[config.mk]
export PLATFORM = sky130hd
export DESIGN_NAME = hazard_stall_ctrl
export DESIGN_NICKNAME = d
export VERILOG_FILES = /design/src/rtl/hazard_stall_ctrl.sv
export SDC_FILE = /design/constraint.sdc
export NUM_CORES = 1
export LEC_CHECK = 0
export CAP_MARGIN = 20
export CORE_ASPECT_RATIO = 1.25
export CORE_MARGIN = 4
export CORE_UTILIZATION = 30
export DETAILED_ROUTE_END_ITERATION = 8
export GPL_ROUTABILITY_DRIVEN = 0
export PLACE_DENSITY_LB_ADDON = 0.05
export SETUP_SLACK_MARGIN = 0.2
export SYNTH_ARGS = -nofsm -noshare
export SYNTH_HDL_FRONTEND = slang
export SYNTH_SLANG_ARGS = --single-unit
export TNS_END_PERCENT = 5
[constraint.sdc]
create_clock -name clk_i -period 5.2 [get_ports clk_i]
set_clock_uncertainty 0.2 [all_clocks]
set_input_delay 0.78 -clock clk_i [delete_from_list [all_inputs] [get_ports clk_i]]
set_output_delay 0.78 -clock clk_i [all_outputs]
set_load 0.05 [all_outputs]
[src/rtl/hazard_stall_ctrl.sv]
// hazard_stall_ctrl: load-use / memory-wait / branch-flush stall sequencer with wait timeout and stall counter
module hazard_stall_ctrl #(
    parameter int CNT_W       = 16,
    parameter int MEM_TIMEOUT = 64,
    parameter int TMO_W       = 8
) (
    input  logic             clk_i,
    input  logic             rst_i,
    input  logic [4:0]       ifid_rs_i,
    input  logic [4:0]       ifid_rt_i,
    input  logic [4:0]       idex_rt_i,
    input  logic             idex_memread_i,
    input  logic             branch_taken_i,
    input  logic             dmem_req_i,
    input  logic             dmem_ack_i,
    output logic             pc_write_o,
    output logic             ifid_write_o,
    output logic             ifid_flush_o,
    output logic             bubble_o,
    output logic             pipe_stall_o,
    output logic             timeout_o,
    output logic [CNT_W-1:0] stall_cycles_o
);
    typedef enum logic [1:0] {RUN, LU_HOLD, MEM_WAIT, HALT} state_t;
    state_t           r_state;
    state_t           w_next;
    logic [TMO_W-1:0] r_wcnt;
    logic [TMO_W-1:0] w_wcnt_next;
    logic             r_timeout;
    logic [CNT_W-1:0] r_stall_cnt;
    logic             w_lu;
    logic             w_mw;
    logic             w_hold_mem;
    logic             w_take_lu;
    logic             w_take_br;
    logic             w_tmo_hit;
    assign w_lu = idex_memread_i & (idex_rt_i != 5'd0) & ((idex_rt_i == ifid_rs_i) | (idex_rt_i == ifid_rt_i));
    assign w_mw = dmem_req_i & ~dmem_ack_i;
    assign timeout_o      = r_timeout;
    assign stall_cycles_o = r_stall_cnt;
    // resolve which event wins this cycle: memory hold > load-use > branch; lu masked in LU_HOLD
    always_comb begin
        w_hold_mem = (r_state == HALT) | ((r_state == MEM_WAIT) ? ~dmem_ack_i : w_mw);
        w_take_lu  = ~w_hold_mem & w_lu & ((r_state == RUN) | (r_state == MEM_WAIT));
        w_take_br  = ~w_hold_mem & ~w_take_lu & branch_taken_i;
        w_tmo_hit  = (r_state == MEM_WAIT) & ~dmem_ack_i & ((r_wcnt + TMO_W'(1)) >= TMO_W'(MEM_TIMEOUT));
    end
    // state register with wait counter and sticky timeout
    always_ff @(posedge clk_i) begin
        if (rst_i) begin
            r_state   <= RUN;
            r_wcnt    <= '0;
            r_timeout <= 1'b0;
        end else begin
            r_state   <= w_next;
            r_wcnt    <= w_wcnt_next;
            r_timeout <= r_timeout | w_tmo_hit;
        end
    end
    // next state and next wait count; the first stalled cycle counts as wait cycle 1
    always_comb begin
        w_next      = ((r_state == HALT) | w_tmo_hit) ? HALT : w_hold_mem ? MEM_WAIT : w_take_lu ? LU_HOLD : RUN;
        w_wcnt_next = (r_state == HALT) ? r_wcnt : w_hold_mem ? (((r_state == MEM_WAIT) ? r_wcnt : '0) + TMO_W'(1)) : '0;
    end
    // Mealy pipeline controls; reset forces a frozen front end with a bubble
    always_comb begin
        pc_write_o   = ~rst_i & ~(w_hold_mem | w_take_lu);
        ifid_write_o = ~rst_i & ~(w_hold_mem | w_take_lu);
        ifid_flush_o = ~rst_i & w_take_br;
        bubble_o     = rst_i | w_take_lu | (r_state == HALT);
        pipe_stall_o = ~rst_i & w_hold_mem;
    end
    // saturating count of cycles where the PC is held, excluding reset
    always_ff @(posedge clk_i) begin
        if (rst_i)
            r_stall_cnt <= '0;
        else if (~pc_write_o & ~&r_stall_cnt)
            r_stall_cnt <= r_stall_cnt + CNT_W'(1);
    end
endmodule

**Yosys cells after proc, flatten, opt, wreduce, memory -nomap -nowiden**

Cells that the tools add are included.

- Logic and storage cells: 49
- Output and inout bits: 22
- Register bits after elaboration: 27

- Equal/unequal tests: 4
- Reduce and logical (&&, ||, !) cells: 4
- $add $sub $neg: 3
- Magnitude comparators: 1
- Bitwise operators: 27
- Mux-type cells: 6

Operators with widths:

| cell | count |
|---|---|
| 16-bit by 1-bit adder with 16-bit output, second input constant | 1 |
| 8-bit by 1-bit adder with 8-bit output, second input constant | 2 |
| 8-bit two-way mux | 2 |
| 16-bit AND reduction | 1 |
| 1-bit bitwise AND | 13 |
| 5-bit == test | 2 |
| 8-bit by 7-bit greater-or-equal comparator with 1-bit output, second input constant | 1 |
| 1-bit OR | 8 |
| 1-bit NOT | 6 |
| 5-bit nonzero test | 1 |
| 2-bit == test, second input constant | 2 |
| 2-bit two-way mux | 2 |
| 2-bit zero test | 1 |
| 1-bit two-way mux | 2 |
| 1-bit zero test | 1 |

**Logic depth before layout (Yosys ltp)**

Gate-level depths: netlist (run 1).

- Word-level depth: 12
- Depth in mapped cells: 10
- Mapped depth without buffers: 9

**Least setup slack after synthesis (run 1)**

OpenSTA, ideal clock, no wires.

- Path type: input to output
- From: input idex_rt_i[1]
- To: output ifid_flush_o
- Setup slack: 1203 ps
- Stages on the path: 5
- Buffers on the path: 0
- Arrival time: 3017 ps
- Cells stage by stage: or4_4 > o21ai_2 > inv_1 > a21boi_1 > and2_1

- Longest elaborated chain between the ends: 9
- Elaborated cells on any way between the ends: 12
- Classes of those cells: eq/ne (2); bitwise (9); reduce/logical (1)

Ends and longest elaborated chain:

| item | line | RTL |
|---|---|---|
| start: declaration | 11 | `input logic [4:0] idex_rt_i,` |
| 5-bit == test / 5-bit nonzero test (equally long branches) | 37 | `assign w_lu = idex_memread_i & (idex_rt_i != 5'd0) & ((idex_rt_i == ifid_rs_i) \| (idex_rt_i == ifid_rt_i));` |
| 1-bit OR / 1-bit bitwise AND (equally long branches) | 37 |  |
| 1-bit bitwise AND (*) | 37 |  |
| 1-bit bitwise AND (*) (2 in series) | 44 | `w_take_lu = ~w_hold_mem & w_lu & ((r_state == RUN) \| (r_state == MEM_WAIT));` |
| 1-bit NOT (*) | 45 | `w_take_br = ~w_hold_mem & ~w_take_lu & branch_taken_i;` |
| 1-bit bitwise AND (*) (2 in series) | 45 |  |
| 1-bit bitwise AND (*) | 69 | `ifid_flush_o = ~rst_i & w_take_br;` |
| end: declaration | 18 | `output logic ifid_flush_o,` |

Mark *: on every way between the ends. The rest lies on a longest branch, timed or not.

**Worst setup path in the final report (run 1)**

- From: input dmem_ack_i
- To: output ifid_flush_o

- Longest elaborated chain between the ends: 11

Ends and longest elaborated chain:

| item | line | RTL |
|---|---|---|
| start: declaration | 15 | `input logic dmem_ack_i,` |
| 1-bit NOT (*) | 38, 43 |  |
| 1-bit bitwise AND | 38 | `assign w_mw = dmem_req_i & ~dmem_ack_i;` |
| 1-bit two-way mux (*) | 43 | `w_hold_mem = (r_state == HALT) \| ((r_state == MEM_WAIT) ? ~dmem_ack_i : w_mw);` |
| 1-bit OR (*) | 43 |  |
| 1-bit NOT (*) | 44, 45 |  |
| 1-bit bitwise AND (2 in series) | 44 |  |
| 1-bit NOT | 45 |  |
| 1-bit bitwise AND (*) (2 in series) | 45 |  |
| 1-bit bitwise AND (*) | 69 |  |

Marks and branches as above.

==> flow_summary_export.csv, run 1 <==
group,metric,value,unit
outcome,status,"finished clean",
synth,syn_avg_cell_area,7.83,um2
synth,ys_top_cells_by_count,"dfxtp_1, nor2_1, a21oi_1, nand2_1, o21ai_0",
cells_and_area,diodes,0,
cells_and_area,fillerInstances,546,
sta,layout_setup_ws,0.741,ns
synth,synth_top_area_cell,"dfxtp_1",
placement,portBuffers,42,
synth,synth-seq-cells,27,
synth,synth_cells,207,
floorplan,core.rowCount,29,
clock_network,clockBufferDepth,2,
floorplan,io_pins,43,
drt,wl_per_cell,13.3,um
clock_network,cts_inserted_buffers,3,
drt,drtPass1Iterations,4,
placement,dp_hpwl,3100,um
sta,max_clock_freq,224,MHz
clock_network,cts_resized,0,
clock_network,clk_pin_slew,0.10,ns
clock_network,cts_tree,"yes",
drt,drtIter0Drc,59,
sta,setup_viol,0,
cells_and_area,final_area,0.00211,mm2
global_route,track_usage,13.0,%
global_route,grt_pass1_wl,7040,um
clock_network,cts_root_buf,"clkbuf_8",
cells_and_area,multiInputGateArea,996,um2
sta,hold_viol,0,
cells_and_area,syn_to_final_growth,30.4,%
clock_network,cts_setup_buffers,0,
drt,ant_nets,0,
worst_setup_path,end_kind,"primary output",
worst_setup_path,cp_max_fo,12,
pwr,pwr_density_cell,203,mW/mm2
global_route,overflow,0,
pwr,p_leak,0.000707,uW
placement,place_area,0.00206,mm2
synth,synth_cell_types,45,
drt,remaining_drc_errors,0,
worst_setup_path,worstPathArrival,3.48,ns
synth,synth-async-reset-ratio,0,%
global_route,antenna_found_initial,0,
global_route,grt_pass1_vias,1516,
drt,num_vias,1557,
cells_and_area,final_layout_size_suffix_gt1_share,8.57,%
cells_and_area,nNetsFinal,269,
floorplan,die-area,0.00665,mm2
clock_network,cts_sinks,27,
worst_setup_path,start_kind,"primary input",
sta,min_period,4.46,ns
floorplan,coreArea,0.00515,mm2
sta,worstMarginPinSlew,0.904,ns
sta,rsz0062_at_grt,"no",
global_route,grt_max_degree,25,
worst_setup_path,cp.required,4.22,ns
sta,relSlewSlack,39.7,%
synth,synth_top_area_share,33.4,%
job,maxCapViolations,0,
drt,wl,4080,um
synth,syn-num-nets,230,
floorplan,die_h,90.2,um
worst_setup_path,path_class,"in2out",
min_path,hold_class,"reg2reg",
placement,pre_cts_ws,0.716,ns
cells_and_area,post-route-util,41.0,%
clock_network,insertion_delay,0.28,ns
pwr,p_total,429,uW
sta,layout_worst_path_cycle_share,85.8,%
drt,viasPerCell,5.07,
clock_network,ctsHoldBuffers,0,
synth,yosysSeqAreaShare,33.4,%
sta,tns,0,ns
floorplan,start_util,31.4,%
synth,synth_edf_count,0,
floorplan,dieWidth,73.7,um
synth,synthFlopType,"dfxtp_1",
cells_and_area,regArea,541,um2
sta,slew_viol_final,0,
synth,ys_warn_count,0,
synth,synth_area,0.00162,mm2
clock_network,cts_max_level,1,
pwr,peakVddDrop,0.0000823,V
synth,synth_area_leaders,"dfxtp_1, a21oi_1, nor2_1",
## area by class of cell
type                    count  share of cell area, %
inverters                   6                   1.07
clock inverters             1                  0.355
multi-input cells         165                   47.1
clock buffers               3                   1.95
flip-flops and latches     27                   25.6
repair buffers             43                   20.2
well taps                  62                   3.67
## power breakdown
group | total [uW] | internal, uW | switching (uW)
registers | 216 | 210 | 5.93
logic | 87.7 | 37.9 | 49.8
clock network | 125 | 54.5 | 70.6
## stage by stage
step | hold slack [ns] | std cells
after floorplan | 0.267 | 207
after global placement | 0.257 | 303
after detailed placement | 0.263 | 303
after CTS | 0.289 | 307
after global routing | 0.318 | 307
final | 0.277 | 307
## sequential cells by signal, indices dropped and copies added (netlist names)
name	count
r_wcnt	8
stall_cycles_o	16
r_state	2
timeout_o	1
## cell families after synthesis
logic type               after synthesis  synth area share, %
XOR/XNOR                              11                 5.95
buffers and inverters                 15                 5.17
AND/OR/NAND/NOR                       97                 32.7
multiplexers                           4                 2.63
flip-flops                            27                 33.4
AO/OA/AOI/OAI                         51                 18.6
adder cells (fa/ha/maj)                2                 1.54
## path summary, 6_finish.rpt
path                           from                 end  slack, ns  cells after the start
setup / recovery         dmem_ack_i        ifid_flush_o       0.74                      6
hold / removal            timeout_o           timeout_o       0.28                      2
setup reg to reg  stall_cycles_o[0]  stall_cycles_o[15]       2.30                      7
hold reg to reg           timeout_o           timeout_o       0.28                      2
## worst max-delay path, cell delays in order
cell	delay (ns)
clkdlybuf4s50_1	0.70
nor2b_1	0.16
a211oi_1	0.39
a21boi_1	0.46
and2_1	0.19
clkdlybuf4s50_1	0.79
## layout by cell type, fill, tap and decap left out, types with 3 or more instances in the layout
master	n
nor4_1	5
nand2b_1	3
or3_2	4
nor2_1	27
o31ai_1	3
nor2b_1	5
a21oi_1	21
clkbuf_8	3
nand3_1	11
dfxtp_1	27
and3_1	5
o21ai_0	14
xnor2_1	10
clkdlybuf4s50_1	42
nand2_1	14
a211oi_1	3
and2_1	4
nand4_1	4
inv_1	6
## routing by layer
layer / track usage [%] / up-vias / part of all wire [%] / routed length, um
li1: - / 819 / - / -
met1: 16.7 / 716 / 47 / 1920
met2: 21.9 / 18 / 49 / 2020
met3: 1.90 / 4 / 2.5 / 102
met4: 3.63 / 0 / 0.98 / 40
met5: 0 / - / 0 / 0
Note: power is estimated with default switching activity, not from simulation.
==> run 2, diff against run 1 <==
--- a/config.mk
+++ b/config.mk
@@ -16,4 +16,4 @@
 export SYNTH_ARGS = -nofsm -noshare
 export SYNTH_HDL_FRONTEND = slang
 export SYNTH_SLANG_ARGS = --single-unit
-export TNS_END_PERCENT = 5
+export TNS_END_PERCENT = 30
==> results of run 2 <==
Final layout, timing and power as in run 1 (identical DEF).
==> run 3, diff against run 2 <==
--- a/config.mk
+++ b/config.mk
@@ -12,6 +12,7 @@
 export DETAILED_ROUTE_END_ITERATION = 8
 export GPL_ROUTABILITY_DRIVEN = 0
 export PLACE_DENSITY_LB_ADDON = 0.05
+export REMOVE_ABC_BUFFERS = 1
 export SETUP_SLACK_MARGIN = 0.2
 export SYNTH_ARGS = -nofsm -noshare
 export SYNTH_HDL_FRONTEND = slang
==> run 3 against run 2 <==
Effect of this change: die area stayed put; sequential share of layout area hardly changed; first-iteration DRC count is 39% higher; via count is 0.71% higher; count of clock-buffer cells in the layout is 1 higher; global-route usage is 0.26 points higher; non-clock buffer count stayed put; cell count stayed put; critical path depth stayed put; wire length is 3.1% higher; critical path type unchanged; largest power group unchanged.
==> flow_summary_export.csv, run 3 (synthesized netlist as in run 1, its figures left out) <==
group,metric,value,unit
drt,ant_nets,0,
pwr,p_switching,120,uW
min_path,min_from,"timeout_o",
global_route,antenna_found_initial,0,
cells_and_area,syn_to_final_growth,30.2,%
placement,dp_hpwl,3170,um
global_route,grt_max_degree,25,
clock_network,cts_max_level,1,
drt,num_vias,1568,
sta,slew_viol_final,0,
pwr,p_int,303,uW
floorplan,dieWidth,73.7,um
clock_network,cts_resized,0,
cells_and_area,layout_commonest_cell,"clkdlybuf4s50_1",
sta,setup_viol,0,
worst_setup_path,max_stage_delay,0.80,ns
floorplan,core.rowCount,29,
clock_network,clk_pin_slew,0.09,ns
worst_setup_path,start_kind,"primary input",
cells_and_area,nNetsFinal,269,
drt,remaining_drc_errors,0,
floorplan,die_h,90.2,um
worst_setup_path,cpMostUsedCell,"clkdlybuf4s50_1",
pwr,seq_power_share,51.2,%
pwr,combPwrFrac,20.8,%
pwr,pwr_density_cell,200,mW/mm2
drt,viasPerCell,5.11,
sta,worstMarginPinSlew,0.885,ns
sta,hold_viol,0,
worst_setup_path,worstPathArrival,3.50,ns
pwr,clkPwrFrac,28.0,%
cells_and_area,largest_register_ff_count,16,
pwr,peakVddDrop,0.000113,V
sta,layout_worst_path_cycle_share,86.1,%
cells_and_area,fillerInstances,558,
pwr,p_total,423,uW
drt,wl_per_cell,13.7,um
cells_and_area,diodes,0,
placement,portBuffers,42,
drt,drtIter0Drc,82,
worst_setup_path,path_class,"in2out",
job,maxCapViolations,0,
pwr,switching_share,28.3,%
floorplan,start_util,31.4,%
drt,wl,4210,um
drt,drtPass1Iterations,4,
clock_network,cts_tree,"yes",
worst_setup_path,cp_max_fo,12,
sta,max_clock_freq,223,MHz
sta,relSlewSlack,39.4,%
pwr,p_leak,0.000708,uW
clock_network,ctsHoldBuffers,0,
worst_setup_path,cp.required,4.22,ns
floorplan,coreArea,0.00515,mm2
min_path,hold_class,"reg2reg",
placement,post-place-cells,303,
worst_setup_path,regToRegStartpoint,"stall_cycles_o[0]",
worst_setup_path,crit_buf_inv,2,
clock_network,cts_setup_buffers,0,
clock_network,cts_root_buf,"clkbuf_8",
sta,tns,0,ns
cells_and_area,final_layout_size_suffix_gt1_share,8.16,%
sta,min_period,4.48,ns
worst_setup_path,path_cells,"clkdlybuf4s50_1 > nor2b_1 > a211oi_1 > a21boi_1 > and2_1 > clkdlybuf4s50_1",
outcome,status,"finished clean",
clock_network,cts_inserted_buffers,3,
clock_network,insertion_delay,0.27,ns
sta,rsz0062_at_grt,"no",
global_route,track_usage,13.2,%
global_route,overflow,0,
worst_setup_path,cp_top_family,"buffers and inverters",
worst_setup_path,critPathLaunch,"dmem_ack_i",
floorplan,die-area,0.00665,mm2
global_route,grt_pass1_vias,1503,
global_route,grt_pass1_wl,7170,um
worst_setup_path,crit_slowest_cell,"clkdlybuf4s50_1",
cells_and_area,stdcell_count,307,
clock_network,clockBufferDepth,2,
worst_setup_path,end_kind,"primary output",
floorplan,io_pins,43,
clock_network,cts_sinks,27,
cells_and_area,layout_common_cells,"clkdlybuf4s50_1, nor2_1, dfxtp_1, a21oi_1",
run 3: stage by stage:
step                      instance area (um2)  utilization, %  hold WS, ns  worst slack, ns
final                                    2110            40.9        0.282            0.724
after global routing                     2110            40.9        0.337            0.499
after CTS                                2110            40.9        0.292            0.678
after detailed placement                 2060            40.1        0.270            0.693
after global placement                   2060            40.1        0.266            0.762
after floorplan                          1560               -        0.267            0.510
run 3: final timing paths:
| kind | end | slack [ns] | cells after the start |
|---|---|---|---|
| max reg2reg | stall_cycles_o[15] | 2.30 | 7 |
| max | ifid_flush_o | 0.72 | 6 |
| min reg2reg | timeout_o | 0.28 | 2 |
| min | timeout_o | 0.28 | 2 |
run 3: final cells by class:
| cell class | instances | area, um2 | area share, % |
|---|---|---|---|
| Tap cell | 62 | 77.6 | 3.68 |
| Clock buffer | 4 | 45.0 | 2.14 |
| Multi-Input combinational cell | 165 | 996 | 47.2 |
| Timing Repair Buffer | 43 | 428 | 20.3 |
| Inverter | 6 | 22.5 | 1.07 |
| Sequential cell | 27 | 541 | 25.6 |
run 3: power by group through the flow:
stage / logic [uW] / clock network (uW) / registers [uW]
3_5_place_dp: 89.2 / 0 / 221
3_3_place_gp: 89.1 / 0 / 221
2_1_floorplan: 40.2 / 0 / 229
4_1_cts: 89.4 / 126 / 217
5_1_grt: 95.7 / 134 / 218
6_report: 88.1 / 118 / 216
run 3: tightest hold or removal path: cells and delay by family, from the launching register on:
| family | cells | cell delay, ns |
|---|---|---|
| flip-flops | 1 | 0.34 |
| AND/OR/NAND/NOR | 2 | 0.12 |
run 3: layer usage:
metal | up-vias | wire, um | GRT usage, %
li1 | 819 | - | -
met1 | 735 | 2020 | 18.6
met2 | 12 | 2080 | 20.9
met4 | 0 | 29 | 3.63
met5 | - | 0 | 0
met3 | 2 | 86 | 1.79
